===== src/rtl/z80_word_mem_seq.sv =====
// Two-byte memory sequencer for Z80 16-bit transfers: low byte at nn, then high byte at nn+1,
// with wait-state stretching, little-endian word assembly and a z80fi-style trace.
module z80_word_mem_seq #(
    parameter int unsigned T_STATES = 3
) (
    input  logic        clk,
    input  logic        reset_n,
    input  logic        req_valid,
    output logic        req_ready,
    input  logic        req_write,
    input  logic [15:0] req_addr,
    input  logic [15:0] req_wdata,
    output logic        resp_valid,
    output logic [15:0] resp_rdata,
    output logic [15:0] mem_addr,
    output logic        mem_rd,
    output logic        mem_wr,
    output logic [7:0]  mem_wdata,
    input  logic [7:0]  mem_rdata,
    input  logic        mem_wait,
    output logic [15:0] trace_addr,
    output logic [15:0] trace_addr2,
    output logic [7:0]  trace_data,
    output logic [7:0]  trace_data2,
    output logic        trace_write
);

    typedef enum logic [1:0] {StIdle, StLo, StHi, StDone} state_e;

    localparam logic [3:0] CntLast = 4'(T_STATES - 1);

    state_e      state_q, state_d;
    logic [3:0]  cnt_q, cnt_d;
    logic [15:0] addr_q;
    logic [15:0] addr_hi;
    logic        write_q;
    logic [15:0] wdata_q;
    logic [7:0]  lo_q;
    logic [15:0] resp_rdata_q;
    logic [15:0] trace_addr_q, trace_addr2_q;
    logic [7:0]  trace_data_q, trace_data2_q;
    logic        trace_write_q;
    logic        at_last;
    logic        lo_done, hi_done;

    assign addr_hi = addr_q + 16'd1;
    // mem_wait only matters once the minimum access length has elapsed
    assign at_last = (cnt_q >= CntLast);
    assign lo_done = (state_q == StLo) && at_last && !mem_wait;
    assign hi_done = (state_q == StHi) && at_last && !mem_wait;

    always_comb begin
        state_d    = state_q;
        cnt_d      = cnt_q;
        req_ready  = 1'b0;
        resp_valid = 1'b0;
        mem_addr   = 16'h0000;
        mem_rd     = 1'b0;
        mem_wr     = 1'b0;
        mem_wdata  = 8'h00;
        unique case (state_q)
            StIdle: begin
                req_ready = 1'b1;
                if (req_valid) begin
                    state_d = StLo;
                    cnt_d   = 4'd0;
                end
            end
            StLo, StHi: begin
                mem_addr  = (state_q == StLo) ? addr_q : addr_hi;
                mem_rd    = !write_q;
                mem_wr    = write_q;
                if (write_q) begin
                    mem_wdata = (state_q == StLo) ? wdata_q[7:0] : wdata_q[15:8];
                end
                if (!at_last) begin
                    cnt_d = cnt_q + 4'd1;
                end else if (!mem_wait) begin
                    state_d = (state_q == StLo) ? StHi : StDone;
                    cnt_d   = 4'd0;
                end
            end
            StDone: begin
                resp_valid = 1'b1;
                state_d    = StIdle;
            end
            default: state_d = StIdle;
        endcase
    end

    always_ff @(posedge clk or negedge reset_n) begin
        if (!reset_n) begin
            state_q <= StIdle;
            cnt_q   <= 4'd0;
        end else begin
            state_q <= state_d;
            cnt_q   <= cnt_d;
        end
    end

    always_ff @(posedge clk or negedge reset_n) begin
        if (!reset_n) begin
            addr_q        <= 16'h0000;
            write_q       <= 1'b0;
            wdata_q       <= 16'h0000;
            lo_q          <= 8'h00;
            resp_rdata_q  <= 16'h0000;
            trace_addr_q  <= 16'h0000;
            trace_addr2_q <= 16'h0000;
            trace_data_q  <= 8'h00;
            trace_data2_q <= 8'h00;
            trace_write_q <= 1'b0;
        end else begin
            if (state_q == StIdle && req_valid) begin
                addr_q  <= req_addr;
                write_q <= req_write;
                wdata_q <= req_wdata;
            end
            if (lo_done && !write_q) begin
                lo_q <= mem_rdata;
            end
            if (hi_done) begin
                if (!write_q) begin
                    resp_rdata_q <= {mem_rdata, lo_q};
                end
                trace_addr_q  <= addr_q;
                trace_addr2_q <= addr_hi;
                trace_data_q  <= write_q ? wdata_q[7:0] : lo_q;
                trace_data2_q <= write_q ? wdata_q[15:8] : mem_rdata;
                trace_write_q <= write_q;
            end
        end
    end

    assign resp_rdata  = resp_rdata_q;
    assign trace_addr  = trace_addr_q;
    assign trace_addr2 = trace_addr2_q;
    assign trace_data  = trace_data_q;
    assign trace_data2 = trace_data2_q;
    assign trace_write = trace_write_q;

endmodule


===== config.mk =====
export PLATFORM = sky130hd
export DESIGN_NAME = z80_word_mem_seq
export DESIGN_NICKNAME = d
export VERILOG_FILES = /design/src/rtl/z80_word_mem_seq.sv
export SDC_FILE = /design/constraint.sdc
export NUM_CORES = 1
export LEC_CHECK = 0
export BUFFER_PORTS_ARGS = -buffer_cell sky130_fd_sc_hd__buf_2
export CORE_MARGIN = 10
export CORE_UTILIZATION = 53
export DETAILED_ROUTE_END_ITERATION = 10
export HOLD_SLACK_MARGIN = 0.08
export PLACE_DENSITY_LB_ADDON = 0.15
export SLEW_MARGIN = 0
export SYNTH_ARGS = -nofsm -noshare
export SYNTH_HDL_FRONTEND = slang
export SYNTH_SLANG_ARGS = --single-unit

===== constraint.sdc =====
create_clock -name clk -period 2.35 [get_ports clk]
set_clock_uncertainty 0.1 [all_clocks]
set_input_delay 0.235 -clock clk [delete_from_list [all_inputs] [get_ports clk]]
set_output_delay 0.235 -clock clk [all_outputs]
set_load 0.005 [all_outputs]

Word level (Yosys, flattened, before mapping)
Cells that the tools add are included.
{"block": "word_totals", "regBits": 112, "in_bits": 45, "elab_cells": 57}
{"block": "op_classes", "addsub": 2, "order_cmp": 1, "eq_ne": 7, "mux": 20, "n_bitwise": 1, "n_reduce_logical": 14}
{"cell": "$mux 8", "count": 5}
{"cell": "$mux 16", "count": 2}
{"cell": "$add 16x1->16 const B", "count": 1}
{"cell": "$mux 4", "count": 3}
{"cell": "$pmux 4 s2", "count": 1}
{"cell": "$logic_and 1x1->1", "count": 6}
{"cell": "$mux 2", "count": 3}
{"cell": "$ne 2x2->1 const B", "count": 3}
{"cell": "$pmux 2 s3", "count": 1}
{"cell": "$reduce_and 3->1", "count": 2}
{"cell": "$mux 1", "count": 5}
{"cell": "$add 4x1->4 const B", "count": 1}
{"cell": "$eq 2x2->1 const B", "count": 2}
{"cell": "$ge 4x2->1 const B", "count": 1}
{"cell": "$ne 3x3->1 const B", "count": 1}
{"cell": "$eq 2x1->1 const B", "count": 1}
{"cell": "$logic_not 1->1", "count": 2}
{"cell": "$logic_not 2->1", "count": 1}
{"cell": "$reduce_and 2->1", "count": 1}
{"cell": "$reduce_bool 2->1", "count": 1}
{"cell": "$reduce_or 2->1", "count": 1}
{"cell": "$not 1->1", "count": 1}

Depth between registers and ports, before layout
{"block": "logic_depth", "word_depth": 5, "depth_mapped": 8, "depth_no_buf": 6}

Worst setup path before layout
OpenSTA, ideal clock, no wires.
{"block": "synth_timing", "path_type": "reg-to-reg", "from": "reg cnt_q[0]", "to": "reg resp_rdata_q[10] (netlist: resp_rdata[10])", "setup_time_ns": 0.125, "t_arrival_ns": 1.831, "setup_slack_ns": 0.294, "stages_incl_launch_ff": 9, "path_buffers": 2, "synth_period_minus_slack_ns": 2.056, "cell_sequence": "dfrtp_1 > inv_1 > ha_1 > nor4_4 > or3b_1 > buf_6 > nor2_4 > buf_6 > mux2_4"}
{"block": "synth_via", "elab_chain_cells": 4}
{"item": "start: declaration", "line": "33", "text": "logic [3:0] cnt_q, cnt_d;"}
{"item": "start signal: assignment", "line": "97", "text": "cnt_q <= cnt_d;"}
{"item": "$ge 4x2->1", "line": "48", "text": "assign at_last = (cnt_q >= CntLast);"}
{"item": "$logic_and 1x1->1 (2 in series)", "line": "50", "text": "assign hi_done = (state_q == StHi) && at_last && !mem_wait;"}
{"item": "$reduce_and 2->1 (no source line)"}
{"item": "end signal: assignment", "line": "124", "text": "resp_rdata_q <= {mem_rdata, lo_q};"}
{"item": "end: declaration", "line": "39", "text": "logic [15:0] resp_rdata_q;"}
Every way passes these cells.
A chain may end at the register's enable or synchronous reset.

Worst setup path in the final report
{"block": "layout_timing", "from": "reg state_q[0]", "to": "out mem_addr[15]"}
{"block": "layout_via", "elab_chain_cells": 3, "word_cells_on_any_way": 5}
{"item": "start: declaration", "line": "32", "text": "state_e state_q, state_d;"}
{"item": "start signal: assignment", "line": "93", "text": "state_q <= StIdle;"}
{"item": "start signal: assignment", "line": "96", "text": "state_q <= state_d;"}
{"item": "$eq 2x1->1 / $eq 2x2->1 (equally long branches)", "line": "61, 70"}
{"item": "$mux 16 / $reduce_or 2->1 (equally long branches)", "line": "70, 61"}
{"item": "$mux 16 (*)", "line": "61", "text": "unique case (state_q)"}
{"item": "end: declaration", "line": "15", "text": "output logic [15:0] mem_addr,"}
Every way passes the cells marked *; elsewhere a longest branch is shown, timed or not.

==> flow_summary_export.csv <==
group,metric,value,unit
power_and_ir_drop,total_power,8715,µW
synthesis,syn_nets,532,
synthesis,synthMuxAreaShare,0.1797,
placed_design,routabilityCongestion,0.8102,
global_route,track_usage,0.1933,
synthesis,synth_cells,480,
die,die_h,119.8,µm
clock_network,clk_pin_slew_worst_paths,0.09,ns
synthesis,synth_top_cell_area_share,0.5304,
timing,final.min_clock_period,2.270,ns
cells_and_area,area_growth,32.28,%
cells_and_area,layout-drive-gt1-share,0.3934,
synthesis,synth_warnings,0,
placed_design,io_buffers,137,
global_route,overflow,0,
die,core_area,9729,µm²
drt,drc,0,
synthesis,synth-seq-area-share,0.5304,
synthesis,synthArstFlopShare,1.000,
run,drv_cap,0,
clock_network,cts.sinks,112,
synthesis,yosys-top-cells-area,"dfrtp_1, mux2_2, nand2_1",
cells_and_area,final_area,6989,µm²
synthesis,synth_compound_area_frac,0.04215,
clock_network,clock_latency,0.37,ns
clock_network,clock_path_buffers,2,
synthesis,synth_edf_count,0,
timing,finalSetupViolCount,0,
placed_design,dpl_cell_area,6132,µm²
die,pin_count,138,
timing,final_hold_viol_count,0,
clock_network,cts_tree,"yes",
clock_network,htreeDepth,3,
drt,drtIter0Drc,215,
timing,fin_setup_tns,0,ns
synthesis,synth_top_family_by_area,"multiplexers",
die,initial_core_util,0.5431,
worst_setup_path,crit_type,"reg2out",
timing,slew-limit-headroom,0.5273,
synthesis,yosys.area_share.simple,0.1537,
outcome,status,"complete, no violations",
worst_setup_path,critPathMaxFanout,5,
global_route,grt_pass1_vias,4476,
drt,ant_nets,0,
timing,fin_crit_sh,0.9661,
worst_setup_path,crit_path_end_kind,"output pin",
synthesis,synth_fa_ha_area_frac,0.01658,
die,num_rows,36,
synthesis,netlist_area,5284,µm²
timing,worst_pin_slew,0.7082,ns
power_and_ir_drop,p_per_area,1247,nW/µm²
synthesis,synth_seq_cells,112,
worst_setup_path,arrival,1.94,ns
drt,wl_per_cell,17.30,µm
drt,first_pass_iters,4,
timing,drv_slew,0,
clock_network,cts_made_buffers,9,
synthesis,synth_top_area_cell,"dfrtp_1",
global_route,grt_pass1_wl,22.67,mm
timing,rsz0062_at_grt,"true",
timing,fmaxAchievable,0.4405,GHz
cells_and_area,fin_nets,713,
cells_and_area,fillers,716,
die,die_area,14360,µm²
synthesis,syn_area_per_cell,11.01,µm²
cells_and_area,antenna_cells,0,
power_and_ir_drop,p_leak,0.003515,µW
synthesis,synth_xor_area_frac,0.04310,
die,fp.dieW,119.8,µm
power_and_ir_drop,ir_worst_vdd,668.9,µV
placed_design,hpwlAfterDp,9.692,mm
synthesis,synth_top_flop_cell,"dfrtp_1",
synthesis,synthDistinctLibCells,37,
min_path,worstHoldPathType,"in2reg",
drt,via_per_inst,5.173,
drt,num_vias,4133,
global_route,antenna_found_initial,0,
worst_setup_path,critPathLaunchType,"register",
global_route,grt_max_degree,82,
drt,totalWireLength,13.82,mm
clock_network,clock-root-buffer,"clkbuf_8",
worst_setup_path,required,2.02,ns
-- per-layer routing --
layer,part of all wire,GRT usage,up-vias
met1,0.41,0.2272,1974
li1,-,-,1977
met3,0.073,0.05298,27
met2,0.49,0.3270,155
met4,0.025,0.08069,0
met5,0,0,-
-- layout by cell type, fill, tap and decap left out, types with 4 or more instances in the layout --
cell             n
nand2b_1         4
mux2i_1         27
nand3_1          4
clkbuf_8        10
nor3_1           6
o21ai_0         37
inv_1            5
dfrtp_1        107
nand2_1         96
ha_1             5
nor4_4           4
buf_6            4
buf_2          136
dlygate4sd3_1   42
nand4_1          5
nor2_1          12
xor2_1          10
and2_1          13
dfrtp_2          5
buf_4           18
xnor2_1         16
mux2_2          47
mux2_4          10
-- power breakdown --
part	internal (µW)	switching (µW)
clock network	522	624
registers	2780	822
logic	2060	1910
-- logic make-up (layout without fill, tap and decap cells) --
group | count (synthesis) | in the layout
AND/OR/NAND/NOR | 169 | 170
flip-flops | 112 | 112
multiplexers | 84 | 84
AO/OA/AOI/OAI | 42 | 42
buffers and inverters | 40 | 225
XOR/XNOR | 26 | 26
adder cells (fa/ha/maj) | 7 | 7
-- cells in the mapped netlist (2+ instances only) --
cell / number
dfrtp_1: 112
nand2_1: 98
mux2_2: 47
o21ai_0: 37
mux2i_1: 27
xnor2_1: 16
clkbuf_1: 15
nor2_1: 14
and2_1: 13
buf_2: 13
mux2_4: 10
xor2_1: 10
nor3_1: 9
ha_1: 7
nor4_1: 7
inv_1: 6
nand3_1: 6
nand4_1: 5
buf_1: 4
nand2b_1: 4
nor2b_1: 3
buf_6: 2
-- critical path, stage by stage (launching register included) --
cell and delay (ns):
dfrtp_1 0.43, ha_4 0.18, nand4b_1 0.17, buf_6 0.17, nor4_4 0.15, xor2_1 0.22
and2_1 0.15, buf_2 0.10
-- cell type report --
cell class	instances	area (µm²)	share of cell area
clock buffers	11	141.4	0.02023
clock inverters	5	53.80	0.007698
inverters	6	22.52	0.003222
multi-input cells	329	2455	0.3512
flip-flops and latches	112	2809	0.4019
well taps	133	166.4	0.02381
repair buffers	203	1341	0.1919
-- metrics by stage --
stage | std cells | worst slack (ns) | util | hold WS, ns
after detailed placement | 733 | 0.04701 | 0.6303 | 0.1811
after global placement | 733 | 0.2074 | 0.6303 | 0.1754
after CTS | 794 | 0.002907 | 0.7022 | 0.1721
after global routing | 799 | -0.05170 | 0.7184 | 0.1935
final | 799 | 0.07963 | 0.7184 | 0.1843
after floorplan | 480 | 0.2935 | - | -0.1606
-- sequential cells by signal, summed over array words and instances (netlist names) --
name         flops
lo_q             8
cnt_q            4
state_q          2
trace_addr2     16
addr_q          16
trace_addr      16
write_q          1
trace_write      1
resp_rdata      16
trace_data       8
wdata_q         16
trace_data2      8
-- final timing paths --
path                                 from             end  slack [ns]  depth (start not counted)
setup / recovery               state_q[0]    mem_addr[15]        0.08                          7
hold / removal                  req_valid      state_q[1]        0.18                          3
setup reg to reg               state_q[0]   resp_rdata[3]        0.09                          7
hold reg to reg            trace_addr[11]  trace_addr[11]        0.38                          2
max in group asynchronous         reset_n       addr_q[9]        1.21                          3
min in group asynchronous         reset_n   trace_addr[6]        0.29                          2
-- repair_timing --
action                                  in CTS  in global routing
endpoints found under the setup margin      12                 57
gates cloned                                 0                  1
pin swaps                                    4                  4
hold buffers                                42                  0
buffers inserted                             3                  4
gates resized for setup                     15                 24
endpoints found under the hold margin       91                  0
Note: power is estimated with default switching activity, not from simulation.
